`src/rtl/serial_pkg.sv`:
```
// Shared encodings for the framed serial link: FSM state codes and line levels.
package serial_pkg;

    typedef enum logic [1:0] {
        ST_IDLE = 2'd0,
        ST_DATA = 2'd1,
        ST_STOP = 2'd2
    } state_t;

    localparam logic LINE_IDLE = 1'b1;
    localparam logic START_BIT = 1'b0;
    localparam logic STOP_BIT  = 1'b1;

endpackage

```
`src/rtl/rx_shift_core.sv`:
```
// Direction-selectable WIDTH-bit deserialising shift register with synchronous clear.
module rx_shift_core #(
    parameter int WIDTH = 4
) (
    input  logic             i_clk,
    input  logic             i_clr,
    input  logic             i_shift,
    input  logic             i_msb_first,
    input  logic             i_sd,
    output logic [WIDTH-1:0] o_q
);

    logic [WIDTH-1:0] sr;

    always_ff @(posedge i_clk) begin
        if (i_clr) begin
            sr <= '0;
        end else if (i_shift) begin
            if (i_msb_first) sr <= {sr[WIDTH-2:0], i_sd};
            else             sr <= {i_sd, sr[WIDTH-1:1]};
        end
    end

    assign o_q = sr;

endmodule

```
`src/rtl/serial_frame_rx.sv`:
```
// Framed serial receiver: start-bit hunt, WIDTH data bits, stop-bit check, one-cycle
// valid / frame-error strobes. Line is only looked at on cycles with i_en=1.
//
// state   | meaning
// ST_IDLE | line idle, hunting for a start bit
// ST_DATA | shifting in data bits, count = bits received so far
// ST_STOP | expecting the stop bit
module serial_frame_rx
    import serial_pkg::*;
#(
    parameter int WIDTH = 4
) (
    input  logic             i_clk,
    input  logic             i_rst,
    input  logic             i_en,
    input  logic             i_sd,
    input  logic             i_msb_first,
    output logic [WIDTH-1:0] o_q,
    output logic             o_valid,
    output logic             o_frame_err,
    output logic             o_busy
);

    localparam int CW = $clog2(WIDTH + 1);

    state_t           state;
    logic [CW-1:0]    cnt;
    logic             dir_msb;
    logic [WIDTH-1:0] sr;
    logic             sr_clr;
    logic             sr_shift;

    // The start bit clears the shifter in the same edge the FSM enters ST_DATA.
    assign sr_clr   = i_rst | (i_en && state == ST_IDLE && i_sd == START_BIT);
    assign sr_shift = i_en && state == ST_DATA;

    rx_shift_core #(.WIDTH(WIDTH)) u_core (
        .i_clk       (i_clk),
        .i_clr       (sr_clr),
        .i_shift     (sr_shift),
        .i_msb_first (dir_msb),
        .i_sd        (i_sd),
        .o_q         (sr)
    );

    always_ff @(posedge i_clk) begin
        if (i_rst) begin
            state       <= ST_IDLE;
            cnt         <= '0;
            dir_msb     <= 1'b0;
            o_q         <= '0;
            o_valid     <= 1'b0;
            o_frame_err <= 1'b0;
            o_busy      <= 1'b0;
        end else begin
            o_valid     <= 1'b0;
            o_frame_err <= 1'b0;
            if (i_en) begin
                case (state)
                    ST_IDLE: begin
                        if (i_sd == START_BIT) begin
                            state   <= ST_DATA;
                            cnt     <= '0;
                            dir_msb <= i_msb_first;
                            o_busy  <= 1'b1;
                        end
                    end
                    ST_DATA: begin
                        cnt <= cnt + CW'(1);
                        if (cnt == CW'(WIDTH - 1)) state <= ST_STOP;
                    end
                    ST_STOP: begin
                        if (i_sd == STOP_BIT) begin
                            o_q     <= sr;
                            o_valid <= 1'b1;
                        end else begin
                            o_frame_err <= 1'b1;
                        end
                        state  <= ST_IDLE;
                        o_busy <= 1'b0;
                    end
                    default: begin
                        state  <= ST_IDLE;
                        o_busy <= 1'b0;
                    end
                endcase
            end
        end
    end

endmodule

```
`config.mk`:
```
export PLATFORM = sky130hd
export DESIGN_NAME = serial_frame_rx
export DESIGN_NICKNAME = d
export VERILOG_FILES = /design/src/rtl/serial_pkg.sv /design/src/rtl/rx_shift_core.sv /design/src/rtl/serial_frame_rx.sv
export SDC_FILE = /design/constraint.sdc
export NUM_CORES = 1
export LEC_CHECK = 0
export CORE_MARGIN = 5
export CORE_UTILIZATION = 50
export CTS_BUF_LIST = sky130_fd_sc_hd__clkbuf_4
export CTS_CLUSTER_DIAMETER = 50
export DETAILED_ROUTE_END_ITERATION = 8
export GPL_TIMING_DRIVEN = 0
export PLACE_DENSITY = 0.75
export SYNTH_ARGS = -nofsm -noshare
export SYNTH_HDL_FRONTEND = slang
export SYNTH_SLANG_ARGS = --single-unit
```
`constraint.sdc`:
```
create_clock -name i_clk -period 2.2 [get_ports i_clk]
set_clock_uncertainty 0.15 [all_clocks]
set_input_delay 0.22 -clock i_clk [delete_from_list [all_inputs] [get_ports i_clk]]
set_output_delay 0.22 -clock i_clk [all_outputs]
set_load 0.05 [all_outputs]
```
Yosys cells after proc, flatten, opt, wreduce, memory -nomap -nowiden
Cells that the tools add are included.
{ "classes": {"n_addsub": 1, "eq_ne": 5, "mux": 10, "bitwise": 5, "reduce_logical": 11} }
{ "ops": {"columns": ["operator", "count"], "rows": [
  ["3-bit AND reduction", 5],
  ["3-bit case mux with 2 select lines", 1],
  ["2-bit two-way mux", 2],
  ["4-bit two-way mux", 1],
  ["1-bit inverter", 4],
  ["2-bit case mux with 2 select lines", 1],
  ["3-bit by 1-bit adder with 3-bit output, second input constant", 1],
  ["3-bit by 2-bit equality test with 1-bit output, second input constant", 1],
  ["1-bit logical AND", 3],
  ["1-bit two-way mux", 3],
  ["3-bit two-way mux", 1],
  ["3-bit OR reduction", 1],
  ["2-bit by 1-bit equality test with 1-bit output, second input constant", 1],
  ["2-bit equality test, second input constant", 1],
  ["2-bit zero test", 1],
  ["2-bit by 1-bit != test with 1-bit output, second input constant", 1],
  ["2-bit != test, second input constant", 1],
  ["1-bit case mux with 2 select lines", 1],
  ["2-bit nonzero test", 1],
  ["1-bit bitwise OR", 1]
]} }
{ "totals": {"register_bits": 17, "input_bits": 5, "out_inout_bits": 7, "wordCells": 40} }

Depth between registers and ports, before layout
{ "logic_depth": {"ltp_word": 4, "ltp_mapped": 5, "mapped_depth_nobuf": 5} }

Cells and area by module
A second synthesis with hierarchy kept.
{ "unflattened": {"hier_cells": 75, "area_unflattened_um2": 742.0} }
{ "by_module_without_submodules": {"columns": ["module", "instances", "cells_per_inst", "area_each_um2"], "rows": [
  ["serial_frame_rx", 1, 57, 568.0],
  ["rx_shift_core", 1, 18, 173.9]
]} }

Worst setup path before layout
No wires, ideal clock.
{ "synth_path": {"kind": "register to register", "start": "reg state[0]", "end": "reg u_core.sr[0] (netlist: u_core.o_q[0])", "setup_time_ns": 0.123, "arrival_ns": 0.937, "slack_ns": 0.990, "stages_incl_launch_ff": 4, "path_buffers": 0, "synth_period_minus_slack_ns": 1.210, "path_cell_list": "dfxtp_1 -> nor4b_2 -> or2_2 -> a211oi_2"} }
{ "synth_between": {"elab_chain_len": 4} }
{ "synth_lines": {"columns": ["element", "line_no", "text"], "rows": [
  ["start, declared", "serial_frame_rx.sv:26", "state_t state;"],
  ["start signal, assigned", "serial_frame_rx.sv:48", "state <= ST_IDLE;"],
  ["start signal, assigned", "serial_frame_rx.sv:62", "state <= ST_DATA;"],
  ["start signal, assigned", "serial_frame_rx.sv:70", "if (cnt == CW'(WIDTH - 1)) state <= ST_STOP;"],
  ["2-bit zero test", "serial_frame_rx.sv:34", "assign sr_clr = i_rst | (i_en && state == ST_IDLE && i_sd == START_BIT);"],
  ["1-bit logical AND (2 in a row)", "serial_frame_rx.sv:34", null],
  ["1-bit bitwise OR", "serial_frame_rx.sv:34", null],
  ["end signal, assigned", "rx_shift_core.sv:19", "if (i_msb_first) sr <= {sr[WIDTH-2:0], i_sd};"],
  ["end signal, assigned", "rx_shift_core.sv:20", "else sr <= {i_sd, sr[WIDTH-1:1]};"],
  ["end, declared", "rx_shift_core.sv:13", "logic [WIDTH-1:0] sr;"]
]} }
Several ways; a longest one is shown, not always the timed one.
A chain may end at the register's enable or synchronous reset.

Worst setup path after layout
{ "layout_path": {"start": "reg o_q[0]", "end": "out o_q[0]"} }
{ "layout_lines": {"columns": ["element", "line_no", "text"], "rows": [
  ["start, declared", "serial_frame_rx.sv:18", "output logic [WIDTH-1:0] o_q,"],
  ["start signal, assigned", "serial_frame_rx.sv:74", "o_q <= sr;"]
]} }
No word-level cell between the ends.

==> run summary <==
Status - completed
# IOs - 12
#FFs+latches synth - 17
Critical path endpoint category - output port
Relative slew slack - 0.6637
Most used flip-flop cell after synthesis - dfxtp_1
Cell taking the most area after synthesis - dfxtp_1
Wire per inst - 12.63 um
FILL cells - 147
Hold crit path type - input port to register
Drt drc - 0
RR Startpoint - state[1]$_SDFFE_PP0P_
Mapped Cells - 72
Pleak - 0.3412 nW
CTS tree - yes
Mux contribution to synthesized area - 0.1210
Measured slew at the worst slew-check pin - 502.9 ps
Met2 Resource Use GR - 0.2174
Synth top area share - 0.4571
Async set-reset flop share out of synthesis - 0
Max-slew violations - 0
Critical path fanouts, max - 2
Layout cell share with drive strength beyond 1 - 0.2093
Cell row count - 14
N_diodes - 0
Most Crowded Layer GR - met2
Post-synth EDFFs - 0
Tot GR Track Use - 0.1307
Worst path max stage delay - 810 ps
Crit-path cells - clkdlybuf4s50_1
Met3 usage in global routing - 0.03681
Post_cts resized - 0
Placement Cell Area - 864.6 um^2
Die Width - 48.59 um
Synth Warn # - 0
Post-synthesis xor/xnor area fraction - 0
RSZ-0062 raised after global routing - no
Final #Nets - 94
1st-iter DRT viols - 3
Reg2reg end - o_q[1]$_SDFFE_PP0P_
Max-Cap Viols - 0
Post-synth net total - 79
Post-DP HPWL - 972 um
Clock Latency Late Sink - 280 ps
Worst setup endpoint - o_q[0]
Worst Path Buf+Inv - 1
Top cell family by delay on the critical path - buffers and inverters
Port Buffers - 10
Die area - 2361 um^2
Clk buf depth - 2
Sequential fraction of the synthesis area - 0.4571
Instance count on the critical path - 1
Fmax - 0.5551 GHz
Setup_tns - 0 ps
Final Setup Violations - 0
Total gr overflow - 0
Mean area per synthesized cell - 10.34 um^2
Worst reg-to-reg path cell count - 3
Finished Layout Cells - 102
Vias/cell - 5.196
FF-to-FF setup slack - 830 ps
Crit path DAT - 1430 ps
First-pass GRT wire length - 2421 um
DR vias - 530
Fin crit share - 0.8188
Setup crit start kind - register
Postcts setup bufs - 0
Met1 usage - 0.1501
Initial core utilization - 0.5120
Clk root buf - clkbuf_4
Crit Path Class - register to output port
Crit path required time - 1830 ps
Clk sink count - 17
DIE HEIGHT - 48.59 um
Fin. Hold Viols - 0
Initial antenna violation count - 0
Detailed Routing Iterations Pass 1 - 3
Post-DRT Antenna Nets - 0
Most common cell in the netlist - dfxtp_1
Compound-cell area share of the yosys netlist - 0.1546
Synth Area in Adders - 0.03361
Slowest-stage cell, CP - clkdlybuf4s50_1
Largest net degree at the start of global routing - 11
Vias in the first global route - 548
H-tree depth - 1
Largest family of logic cells by synthesized area - simple AND/OR/NAND/NOR gates
Synth Area in Simple Gates - 0.1966
CTS Buf Count - 3
Top cells by area, synth - dfxtp_1 46%, mux2i_1 12%, a211oi_2 8.4%
Area growth, synth to finish - 20.17%
Netlist cell types - 23
# placed instances - 98
Final Instance Area - 894.6 um^2
Worst Setup SP - o_q[0]$_SDFFE_PP0P_
PD cells - 624.8 nW/um^2
Mapped Area - 744.5 um^2
Max VDD drop - 0.4017 mV
Worst hold start - i_sd
Minimum clock period - 1801 ps
WL final - 1288 um
Hold buffer count at CTS - 0
GPL Wtd Cong - 0.7262
Most frequent cells after synthesis - 17 x dfxtp_1, 10 x nor2_1, 9 x mux2i_1
Clock-pin slew on the worst setup and hold paths - 100 ps
Core area - 1454 um^2
[metrics by stage]
step                hold WS, ps  power, mW    util  worst slack [ps]
floorplan                 134.6     0.3718       -             989.9
global placement          316.8     0.3884  0.5947             471.8
detailed placement        327.9     0.3895  0.5947             445.3
CTS                       45.05     0.5661  0.6153             380.1
global route              46.19     0.5916  0.6153             340.9
finish                    51.46     0.5590  0.6153             398.6
[placed cells by master, fill, tap and decap left out, drive strengths merged]
cell type      instances
dfxtp                 17
inv                    1
a211oi                 6
a21oi                  4
nor2b                  2
nand4b                 1
buf                    1
or2                    1
nor2                  14
nand2b                 2
nor4b                  2
clkbuf                 7
ha                     2
mux2i                  9
clkdlybuf4s50         10
and3b                  1
o21ai                  3
or2b                   1
o21ba                  1
nand2                  1
[kinds of logic after synthesis]
logic type	after synthesis
buf+inv	5
mux	9
compound gates	14
simple gates	25
flops	17
fa+ha+maj	2
[power breakdown]
| part | total (mW) | internal, mW | switching [mW] |
|---|---|---|---|
| Sequential | 0.322 | 0.315 | 0.00668 |
| Combinational | 0.0599 | 0.0273 | 0.0326 |
| Clock | 0.177 | 0.0827 | 0.0945 |
[layout make-up]
class | count | area [um^2] | share of cell area
well taps | 16 | 20.02 | 0.02238
multi-input cells | 50 | 376.6 | 0.4210
clock buffers | 4 | 30.03 | 0.03357
inverters | 1 | 3.754 | 0.004196
flip-flops and latches | 17 | 340.3 | 0.3804
repair buffers | 10 | 100.1 | 0.1119
plain buffers | 4 | 23.77 | 0.02657
[metal layers]
metal  up-vias  share of wire
met4         0         0.0085
met2         1           0.51
met5         -              0
li1        279              -
met3         2          0.017
met1       248           0.47
[worst min-delay path by stage]
| stage | end | slack (ps) | cells past startpoint |
|---|---|---|---|
| detailed placement | cnt[1]$_SDFFE_PP0P_ | 330 | 2 |
| global placement | cnt[1]$_SDFFE_PP0P_ | 320 | 2 |
| floorplan | cnt[0]$_SDFFE_PP0P_ | 130 | 1 |
| global route | o_frame_err$_SDFF_PP0_ | 50 | 2 |
| CTS | o_frame_err$_SDFF_PP0_ | 50 | 2 |
| finish | o_frame_err$_SDFF_PP0_ | 50 | 2 |
[sequential cells by signal, summed over array words and instances, names as in the netlist]
signal and cells:
o_busy 1, o_q 4, state 2, o_frame_err 1, dir_msb 1, cnt 3
o_valid 1, u_core.o_q 4
Power figures use the tool's default switching activity.
